[config.mk]
export PLATFORM = sky130hd
export DESIGN_NAME = seq_alu
export DESIGN_NICKNAME = d
export VERILOG_FILES = /design/src/rtl/alu_pkg.sv /design/src/rtl/seq_mul.sv /design/src/rtl/seq_alu.sv
export SDC_FILE = /design/constraint.sdc
export NUM_CORES = 1
export LEC_CHECK = 0
export CORE_ASPECT_RATIO = 2
export CORE_MARGIN = 1.5
export CORE_UTILIZATION = 64
export DETAILED_ROUTE_END_ITERATION = 12
export DONT_BUFFER_PORTS = 1
export GPL_ROUTABILITY_DRIVEN = 0
export PLACE_DENSITY = 0.82
export SLEW_MARGIN = 10
export SYNTH_ARGS = -nofsm -noshare
export SYNTH_HDL_FRONTEND = slang
export SYNTH_SLANG_ARGS = --single-unit
[constraint.sdc]
create_clock -name clk -period 6.1 [get_ports clk]
set_clock_uncertainty 0.05 [all_clocks]
set_input_delay 0.305 -clock clk [delete_from_list [all_inputs] [get_ports clk]]
set_output_delay 0.305 -clock clk [all_outputs]
set_load 0.005 [all_outputs]
[src/rtl/alu_pkg.sv]
// Shared definitions for the sequential ALU: default widths, op-code
// constants and the controller state type.
package alu_pkg;

  localparam int ALU_WIDTH_DEF = 32;
  localparam int ALU_OFF_W_DEF = 16;

  localparam logic [2:0] OP_ADD  = 3'b000;
  localparam logic [2:0] OP_SUB  = 3'b001;
  localparam logic [2:0] OP_MUL  = 3'b010;
  localparam logic [2:0] OP_NOT  = 3'b011;
  localparam logic [2:0] OP_ADDI = 3'b100;

  typedef enum logic [1:0] {
    ST_IDLE = 2'b00,
    ST_MUL  = 2'b01,
    ST_DONE = 2'b10
  } alu_state_e;

  function automatic logic op_is_legal(input logic [2:0] op);
    return (op <= OP_ADDI);
  endfunction

endpackage

[src/rtl/seq_mul.sv]
// Iterative unsigned shift-add multiplier: one multiplier bit per cycle,
// done_o pulses for one cycle once the full 2*WIDTH-bit product is ready.
module seq_mul
  import alu_pkg::*;
#(
  parameter int WIDTH = ALU_WIDTH_DEF
) (
  input  logic               clk,
  input  logic               rst_n,
  input  logic               start_i,
  input  logic [WIDTH-1:0]   a_i,
  input  logic [WIDTH-1:0]   b_i,
  output logic               done_o,
  output logic [2*WIDTH-1:0] prod_o
);

  localparam int CNT_W = $clog2(WIDTH);

  logic               busy_q, busy_d;
  logic               done_q, done_d;
  logic [CNT_W-1:0]   cnt_q, cnt_d;
  logic [WIDTH-1:0]   mcand_q, mcand_d;
  logic [2*WIDTH-1:0] prod_q, prod_d;

  logic [WIDTH:0]     sum_s;
  logic [2*WIDTH-1:0] prod_step_s;

  // Upper half accumulates the multiplicand when the current multiplier bit
  // (LSB of the lower half) is set; the whole register then shifts right.
  assign sum_s       = {1'b0, prod_q[2*WIDTH-1:WIDTH]}
                     + (prod_q[0] ? {1'b0, mcand_q} : {(WIDTH+1){1'b0}});
  assign prod_step_s = {sum_s, prod_q[WIDTH-1:1]};

  // Next-state logic for the iteration counter and product register
  always_comb begin
    busy_d  = busy_q;
    done_d  = 1'b0;
    cnt_d   = cnt_q;
    mcand_d = mcand_q;
    prod_d  = prod_q;
    if (start_i) begin
      busy_d  = 1'b1;
      cnt_d   = {CNT_W{1'b0}};
      mcand_d = a_i;
      prod_d  = {{WIDTH{1'b0}}, b_i};
    end else if (busy_q) begin
      prod_d = prod_step_s;
      cnt_d  = cnt_q + {{(CNT_W-1){1'b0}}, 1'b1};
      if (cnt_q == CNT_W'(WIDTH - 1)) begin
        busy_d = 1'b0;
        done_d = 1'b1;
      end else begin
        busy_d = 1'b1;
      end
    end else begin
      busy_d = 1'b0;
    end
  end

  // State registers with synchronous active-low reset
  always_ff @(posedge clk) begin
    if (!rst_n) begin
      busy_q  <= 1'b0;
      done_q  <= 1'b0;
      cnt_q   <= {CNT_W{1'b0}};
      mcand_q <= {WIDTH{1'b0}};
      prod_q  <= {(2*WIDTH){1'b0}};
    end else begin
      busy_q  <= busy_d;
      done_q  <= done_d;
      cnt_q   <= cnt_d;
      mcand_q <= mcand_d;
      prod_q  <= prod_d;
    end
  end

  assign done_o = done_q;
  assign prod_o = prod_q;

endmodule

[src/rtl/seq_alu.sv]
// Sequential ALU with valid/ready handshakes on both sides. Single-cycle ops
// complete on the accept edge; MUL runs through the iterative seq_mul.
module seq_alu
  import alu_pkg::*;
#(
  parameter int WIDTH = ALU_WIDTH_DEF,
  parameter int OFF_W = ALU_OFF_W_DEF
) (
  input  logic             clk,
  input  logic             rst_n,
  input  logic             in_valid,
  output logic             in_ready,
  input  logic [2:0]       op,
  input  logic [WIDTH-1:0] in_1,
  input  logic [WIDTH-1:0] in_2,
  input  logic [OFF_W-1:0] offset,
  output logic             out_valid,
  input  logic             out_ready,
  output logic [WIDTH-1:0] result,
  output logic [WIDTH-1:0] result_hi,
  output logic             zeroflag,
  output logic             op_err
);

  alu_state_e       state_q, state_d;
  logic [WIDTH-1:0] result_q, result_d;
  logic [WIDTH-1:0] result_hi_q, result_hi_d;
  logic             zeroflag_q, zeroflag_d;
  logic             op_err_q, op_err_d;

  logic               in_ready_s;
  logic               accept_s;
  logic               mul_start_s;
  logic               mul_done_s;
  logic [2*WIDTH-1:0] mul_prod_s;
  logic [WIDTH-1:0]   off_ext_s;
  logic [WIDTH-1:0]   fast_res_s;
  logic               fast_err_s;

  // Ready is gated by rst_n so nothing is accepted while reset is held.
  assign in_ready_s  = rst_n && ((state_q == ST_IDLE) ||
                                 ((state_q == ST_DONE) && out_ready));
  assign accept_s    = in_valid && in_ready_s;
  assign mul_start_s = accept_s && (op == OP_MUL);
  assign off_ext_s   = WIDTH'(offset);

  seq_mul #(
    .WIDTH (WIDTH)
  ) u_mul (
    .clk     (clk),
    .rst_n   (rst_n),
    .start_i (mul_start_s),
    .a_i     (in_1),
    .b_i     (in_2),
    .done_o  (mul_done_s),
    .prod_o  (mul_prod_s)
  );

  // Single-cycle datapath for every op except MUL
  always_comb begin
    fast_res_s = {WIDTH{1'b0}};
    fast_err_s = !op_is_legal(op);
    case (op)
      OP_ADD:  fast_res_s = in_1 + in_2;
      OP_SUB:  fast_res_s = in_2 - in_1;
      OP_NOT:  fast_res_s = ~in_1;
      OP_ADDI: fast_res_s = in_1 + off_ext_s;
      default: fast_res_s = {WIDTH{1'b0}};
    endcase
  end

  // Controller next state and result capture
  always_comb begin
    state_d     = state_q;
    result_d    = result_q;
    result_hi_d = result_hi_q;
    zeroflag_d  = zeroflag_q;
    op_err_d    = op_err_q;
    case (state_q)
      ST_IDLE, ST_DONE: begin
        if (accept_s) begin
          if (op == OP_MUL) begin
            state_d = ST_MUL;
          end else begin
            state_d     = ST_DONE;
            result_d    = fast_res_s;
            result_hi_d = {WIDTH{1'b0}};
            zeroflag_d  = (fast_res_s == {WIDTH{1'b0}});
            op_err_d    = fast_err_s;
          end
        end else if ((state_q == ST_DONE) && out_ready) begin
          state_d = ST_IDLE;
        end else begin
          state_d = state_q;
        end
      end
      ST_MUL: begin
        if (mul_done_s) begin
          state_d     = ST_DONE;
          result_d    = mul_prod_s[WIDTH-1:0];
          result_hi_d = mul_prod_s[2*WIDTH-1:WIDTH];
          zeroflag_d  = (mul_prod_s[WIDTH-1:0] == {WIDTH{1'b0}});
          op_err_d    = 1'b0;
        end else begin
          state_d = ST_MUL;
        end
      end
      default: state_d = ST_IDLE;
    endcase
  end

  // Controller and output registers with synchronous active-low reset
  always_ff @(posedge clk) begin
    if (!rst_n) begin
      state_q     <= ST_IDLE;
      result_q    <= {WIDTH{1'b0}};
      result_hi_q <= {WIDTH{1'b0}};
      zeroflag_q  <= 1'b1;
      op_err_q    <= 1'b0;
    end else begin
      state_q     <= state_d;
      result_q    <= result_d;
      result_hi_q <= result_hi_d;
      zeroflag_q  <= zeroflag_d;
      op_err_q    <= op_err_d;
    end
  end

  assign in_ready  = in_ready_s;
  assign out_valid = (state_q == ST_DONE);
  assign result    = result_q;
  assign result_hi = result_hi_q;
  assign zeroflag  = zeroflag_q;
  assign op_err    = op_err_q;

endmodule
==> impl_metrics.tcl, run 1 <==
set metrics [dict create \
    ys_seq_area_share_pct 24.5 \
    min-delay-start "out_ready" \
    synth.most_common_cell "nand2_1" \
    leakage_uw 0.00654 \
    tns_ns 0 \
    reg2reg_depth 13 \
    tightest_slew_ns 1.45 \
    synth_area_leaders "dfxtp_1 (25%), ha_1 (9.2%), nand2_1 (5.9%)" \
    drc 0 \
    placed_cells_incl_taps 1983 \
    cts_setup_buffers 0 \
    max_freq_mhz 214 \
    die_area_sq_mm 0.0228 \
    core_area_sq_mm 0.0215 \
    run_status "complete, but fails checks" \
    rows 76 \
    worst_skew_pair.late_latency_ns 0.44 \
    hold_class "primary input to flip-flop" \
    grt_max_degree 133 \
    clk_pin_slew_worst_paths_ns 0.06 \
    die_height_um 212 \
    synth-main-ff-cell "dfxtp_1" \
    min_to "state_q[1]" \
    portBuffers 0 \
    postRouteAntennaNets 0 \
    crit_type "primary input to flip-flop" \
    synthTopCellsByCount "nand2_1 (221), dfxtp_1 (171), nor2_1 (133), a21oi_1 (103), ha_1 (103)" \
    timing.final.crit_period_ns 4.68 \
    pwr-share-seq_pct 38.2 \
    critPathRequiredTime_ns 6.42 \
    io_pins 155 \
    synth_nets 2002 \
    die-width_um 107 \
    overflow 0 \
    postLayoutSetupSlackWorst_ns 1.42 \
    switching_share_pct 31.6 \
    routed_via_density 7.01 \
    grt_pass1_vias 14286 \
    fillers 1723 \
    fin_cells 2082 \
    vdd_drop_max_mv 0.271 \
    fin_util_pct 71.1 \
    ys_types 85 \
    maxSlewHeadroom_pct 2.57 \
    synth-edff-count 0 \
    p_int_uw 2070 \
    cts-root-buf "clkbuf_16" \
    ys_seq_elements 171 \
    syn_to_final_growth_pct 9.49 \
    p_per_area_mw_per_mm2 198 \
    preCtsSetupSlack_ns 1.36 \
    cp.arrival_ns 5.00 \
    clockPowerShare_pct 35.9 \
    synth_top_area_cell "dfxtp_1" \
    avgSynthCellArea_sq_um 7.71 \
    synth_area_sq_mm 0.0140 \
    finalHoldViolCount 0 \
    synth_top_area_share_pct 24.5 \
    cp-start-kind "primary input" \
    vias 14587 \
    cp-end-kind "flip-flop" \
    slew_violations 0 \
    drt-total-wl_um 48500 \
    yosys_warnings 0 \
    antenna_found_initial 4 \
    drive_gt1_share_pct 4.81 \
    cap_violations 1 \
    period_share_pct 76.7 \
    grt.total_usage_pct 42.4 \
    cp_max_fo 18 \
    p_sw_uw 957 \
    drt-initial-drc-count 1730 \
    grt_pass1_wl_um 74700 \
    worstReg2RegEnd "u_mul.prod_o[61]" \
    async_flop_share_pct 0 \
    htreeDepth 4 \
    drt-pass1-iter-count 9 \
    dp_hpwl_um 33800 \
    rsz0062_at_grt "false" \
    cts.sinks 171 \
    violations "capacitance limit" \
    r2r_setup_slack_ns 2.17 \
    setup_viol_count_final 0 \
    regToRegStartpoint "u_mul.prod_o[0]" \
    syn_inst 1809 \
    hold_depth 3 \
    cts_tree "built" \
    final_nets 1987 \
    clk_path_buf_depth 2 \
    cts_buffers 17 \
    start_util_pct 64.9 \
    p_comb_share_pct 26.0 \
    wl_per_cell_um 23.3 \
]
final cells by class:
class	instances	area [sq um]	area share [%]
Tap cell	273	342	2.24
Timing Repair Buffer	76	751	4.91
Antenna cell	2	5.00	0.0328
Multi-Input combinational cell	1472	9950	65.1
Clock buffer	25	517	3.38
Clock inverter	7	77.6	0.508
Sequential cell	171	3430	22.4
Inverter	56	210	1.38
critical path, stage by stage:
cell and delay (ns):
nor2_2 0.09, and2_1 0.76, mux2_2 0.42, ha_1 0.43, nand2_1 0.13, nor3b_1 0.33, a211oi_1 0.22, o31ai_1 0.94
mux2i_1 0.27, o211a_1 0.27, nand4_1 0.13, nor4_2 0.35, nand4_1 0.15, o21bai_1 0.15
per-layer routing:
layer,track usage [%],vias up,routed length (um)
met3,9.88,378,4520
met4,34.8,2,4840
li1,-,6580,-
met5,0,-,9
met2,72.0,968,23000
met1,43.6,6659,16100
worst max-delay path by stage:
stage | from | slack [ns] | endpoint
2_1_floorplan | op[0] | 1.79 | zeroflag
3_3_place_gp | op[0] | 1.47 | zeroflag
3_5_place_dp | op[0] | 1.36 | zeroflag
4_1_cts | op[0] | 1.83 | zeroflag
5_1_grt | op[0] | 1.37 | zeroflag
6_report | op[0] | 1.42 | zeroflag
stage by stage:
step                hold slack, ns  area, sq um  power, uW
global route                0.0692        15300       3140
global placement             0.387        14000       1850
CTS                         0.0159        15300       2990
floorplan                    0.389        14000       1710
finish                      0.0472        15300       3030
detailed placement           0.396        14000       1860
registers in the layout, summed over array words and instances (netlist names):
signal         count
u_mul.mcand_q     32
result_hi         32
zeroflag           1
u_mul.prod_o      64
op_err             1
result            32
u_mul.done_o       1
u_mul.busy_q       1
state_q            2
u_mul.cnt_q        5
what timing repair did:
item,CTS,global route
resized for setup,0,0
hold endpoints to repair,132,0
hold buffers,65,0
logic make-up after synthesis:
kind of cell,Yosys count,share of synthesized area [%]
buffers and inverters,166,4.46
AO/OA/AOI/OAI,540,27.6
XOR/XNOR,53,3.33
adder cells (fa/ha/maj),106,9.66
AND/OR/NAND/NOR,688,24.1
flip-flops,171,24.5
multiplexers,85,6.27
layout by cell type (no fill, tap or decap), drive strengths merged, types with 9 or more instances in the layout:
master       count
a211o           12
a211oi          29
a21boi          80
a21o            57
a21oi          104
a221oi           9
a31oi           22
and2            54
and3            23
buf             12
clkbuf          25
dfxtp          171
dlygate4sd3     64
ha             103
inv             57
mux2            19
mux2i           66
nand2          222
nand2b          18
nand3           77
nand4           25
nor2           133
nor2b           44
nor3            28
nor4            13
o211a           37
o211ai          19
o21a            16
o21ai           71
o22ai            9
o31ai            9
or3             17
xnor2           35
xor2            18
power groups by stage:
stage	logic [uW]	registers [uW]	clock network (uW)
after floorplan	537	1170	0
after global placement	667	1180	0
after detailed placement	683	1180	0
after CTS	739	1160	1100
after global routing	834	1160	1150
final	787	1160	1090
Power figures use the tool's default switching activity.
==> run 2, diff against run 1 <==
Clock period 6.1 ns to 4.9 ns, I/O delays scaled along.
==> impl_metrics.tcl, run 2 (synthesis results as in run 1) <==
set metrics [dict create \
    cp_max_fo 11 \
    period_share_pct 89.0 \
    routed_via_density 6.98 \
    rsz0062_at_grt "false" \
    io_pins 155 \
    grt_pass1_vias 14375 \
    drive_gt1_share_pct 5.03 \
    ctsHoldBuffers 66 \
    overflow 0 \
    clk_path_buf_depth 2 \
    postRouteAntennaNets 0 \
    largest_reg_flops 64 \
    dp_hpwl_um 33200 \
    cts_setup_buffers 0 \
    grt_max_degree 133 \
    wl_per_cell_um 22.3 \
    fillers 1742 \
    clk_pin_slew_worst_paths_ns 0.06 \
    grt_pass1_wl_um 73100 \
    cp-start-kind "primary input" \
    cap_violations 0 \
    p_per_area_mw_per_mm2 242 \
    path_common_cell "a221oi_1" \
    grt.total_usage_pct 41.0 \
    path_delay_family "compound AO/OA/AOI/OAI gates" \
    fin_util_pct 71.0 \
    syn_to_final_growth_pct 9.34 \
    tightest_slew_ns 1.22 \
    max_freq_mhz 229 \
    seqCellArea_sq_mm 0.00343 \
    htreeDepth 4 \
    finalInstanceArea_sq_mm 0.0153 \
    drc 0 \
    leakage_uw 0.00654 \
    setup_viol_count_final 0 \
    placed_area_sq_mm 0.0140 \
    portBuffers 0 \
    start_util_pct 64.9 \
    cp.arrival_ns 4.68 \
    die-width_um 107 \
    die_height_um 212 \
    run_status "complete, no violations" \
    final_common_cell "nand2_1" \
    path_cells "nor2_2, and2_1, buf_4, mux2_2, ha_1, a21oi_1, o21ai_1, a221oi_1, inv_1, o41ai_2, o311ai_1, xor2_1, a221oi_1, nand4bb_1, o21bai_1" \
    maxSlewHeadroom_pct 18.6 \
    cp-end-kind "flip-flop" \
    critPathSlowestCell "a221oi_1" \
    cts_buffers 17 \
    finalHoldViolCount 0 \
    vdd_drop_max_mv 0.330 \
    r2r_setup_slack_ns 0.80 \
    multi_input_area_sq_mm 0.00995 \
    cts.sinks 171 \
    tns_ns 0 \
    timing.final.crit_period_ns 4.36 \
    post_cts_resized 0 \
    layout_common_cells "nand2_1 (221), dfxtp_1 (170), nor2_1 (131)" \
    antenna_found_initial 0 \
    num_antenna_cells 0 \
    worst_skew_pair.late_latency_ns 0.44 \
    critPathRequiredTime_ns 5.22 \
    drt-total-wl_um 46500 \
    slowest_delay_ns 0.73 \
    crit_type "primary input to flip-flop" \
    power.total_uw 3690 \
    drt-pass1-iter-count 9 \
    core_area_sq_mm 0.0215 \
    critPathBufInv 2 \
    hold_class "primary input to flip-flop" \
    cts-root-buf "clkbuf_16" \
    die_area_sq_mm 0.0228 \
    vias 14535 \
    drt-initial-drc-count 1359 \
    final_nets 1991 \
    cts_tree "built" \
    slew_violations 0 \
    rows 76 \
]
run 2: cell count changes in the layout (fill, tap and decap cells not counted), sizes merged:
| cell | delta |
|---|---|
| buf | +3 |
| dlygate4sd3 | +1 |
| clkinv | +2 |
| diode | -2 |
| clkinvlp | +2 |
| clkbuf | -5 |
run 2: metrics by stage:
stage	hold slack (ns)	std cells	worst slack [ns]
after floorplan	0.340	1809	0.645
after global routing	0.0258	2083	0.313
after detailed placement	0.334	1986	0.284
after global placement	0.328	1986	0.416
after CTS	0.00586	2083	0.735
final	0.0284	2083	0.539
run 2: per-layer routing:
layer  vias to the layer above  global-route usage [%]  share of wire (%)
met5                         -                       0                  0
met4                         0                    32.8                9.4
met2                       964                    70.9                 48
met3                       365                    8.68                8.8
li1                       6562                       -                  -
met1                      6644                    42.1                 33
run 2: tightest hold or removal path, stage by stage:
cell	delay [ns]
nand2b_1	0.07
nand2b_1	0.11
nand2_1	0.05
run 2: worst paths after layout:
| path | depth (start not counted) | startpoint | to |
|---|---|---|---|
| worst max register to register | 13 | u_mul.prod_o[0] | u_mul.prod_o[61] |
| worst min-delay path | 3 | rst_n | state_q[1] |
| worst max-delay path | 15 | op[0] | zeroflag |
| worst min register to register | 2 | u_mul.mcand_q[6] | u_mul.mcand_q[6] |
run 2: cell type report:
class | count | share of cell area, %
multi-input cells | 1472 | 65.2
clock buffers | 20 | 2.99
well taps | 273 | 2.24
repair buffers | 80 | 5.13
flip-flops and latches | 171 | 22.5
inverters | 56 | 1.38
clock inverters | 11 | 0.623
run 2: power by group:
| part | leakage, uW | switching (uW) | internal, uW |
|---|---|---|---|
| Combinational | 0.00489 | 589 | 382 |
| Clock | 0.000268 | 559 | 720 |
| Sequential | 0.00138 | 26.5 | 1410 |
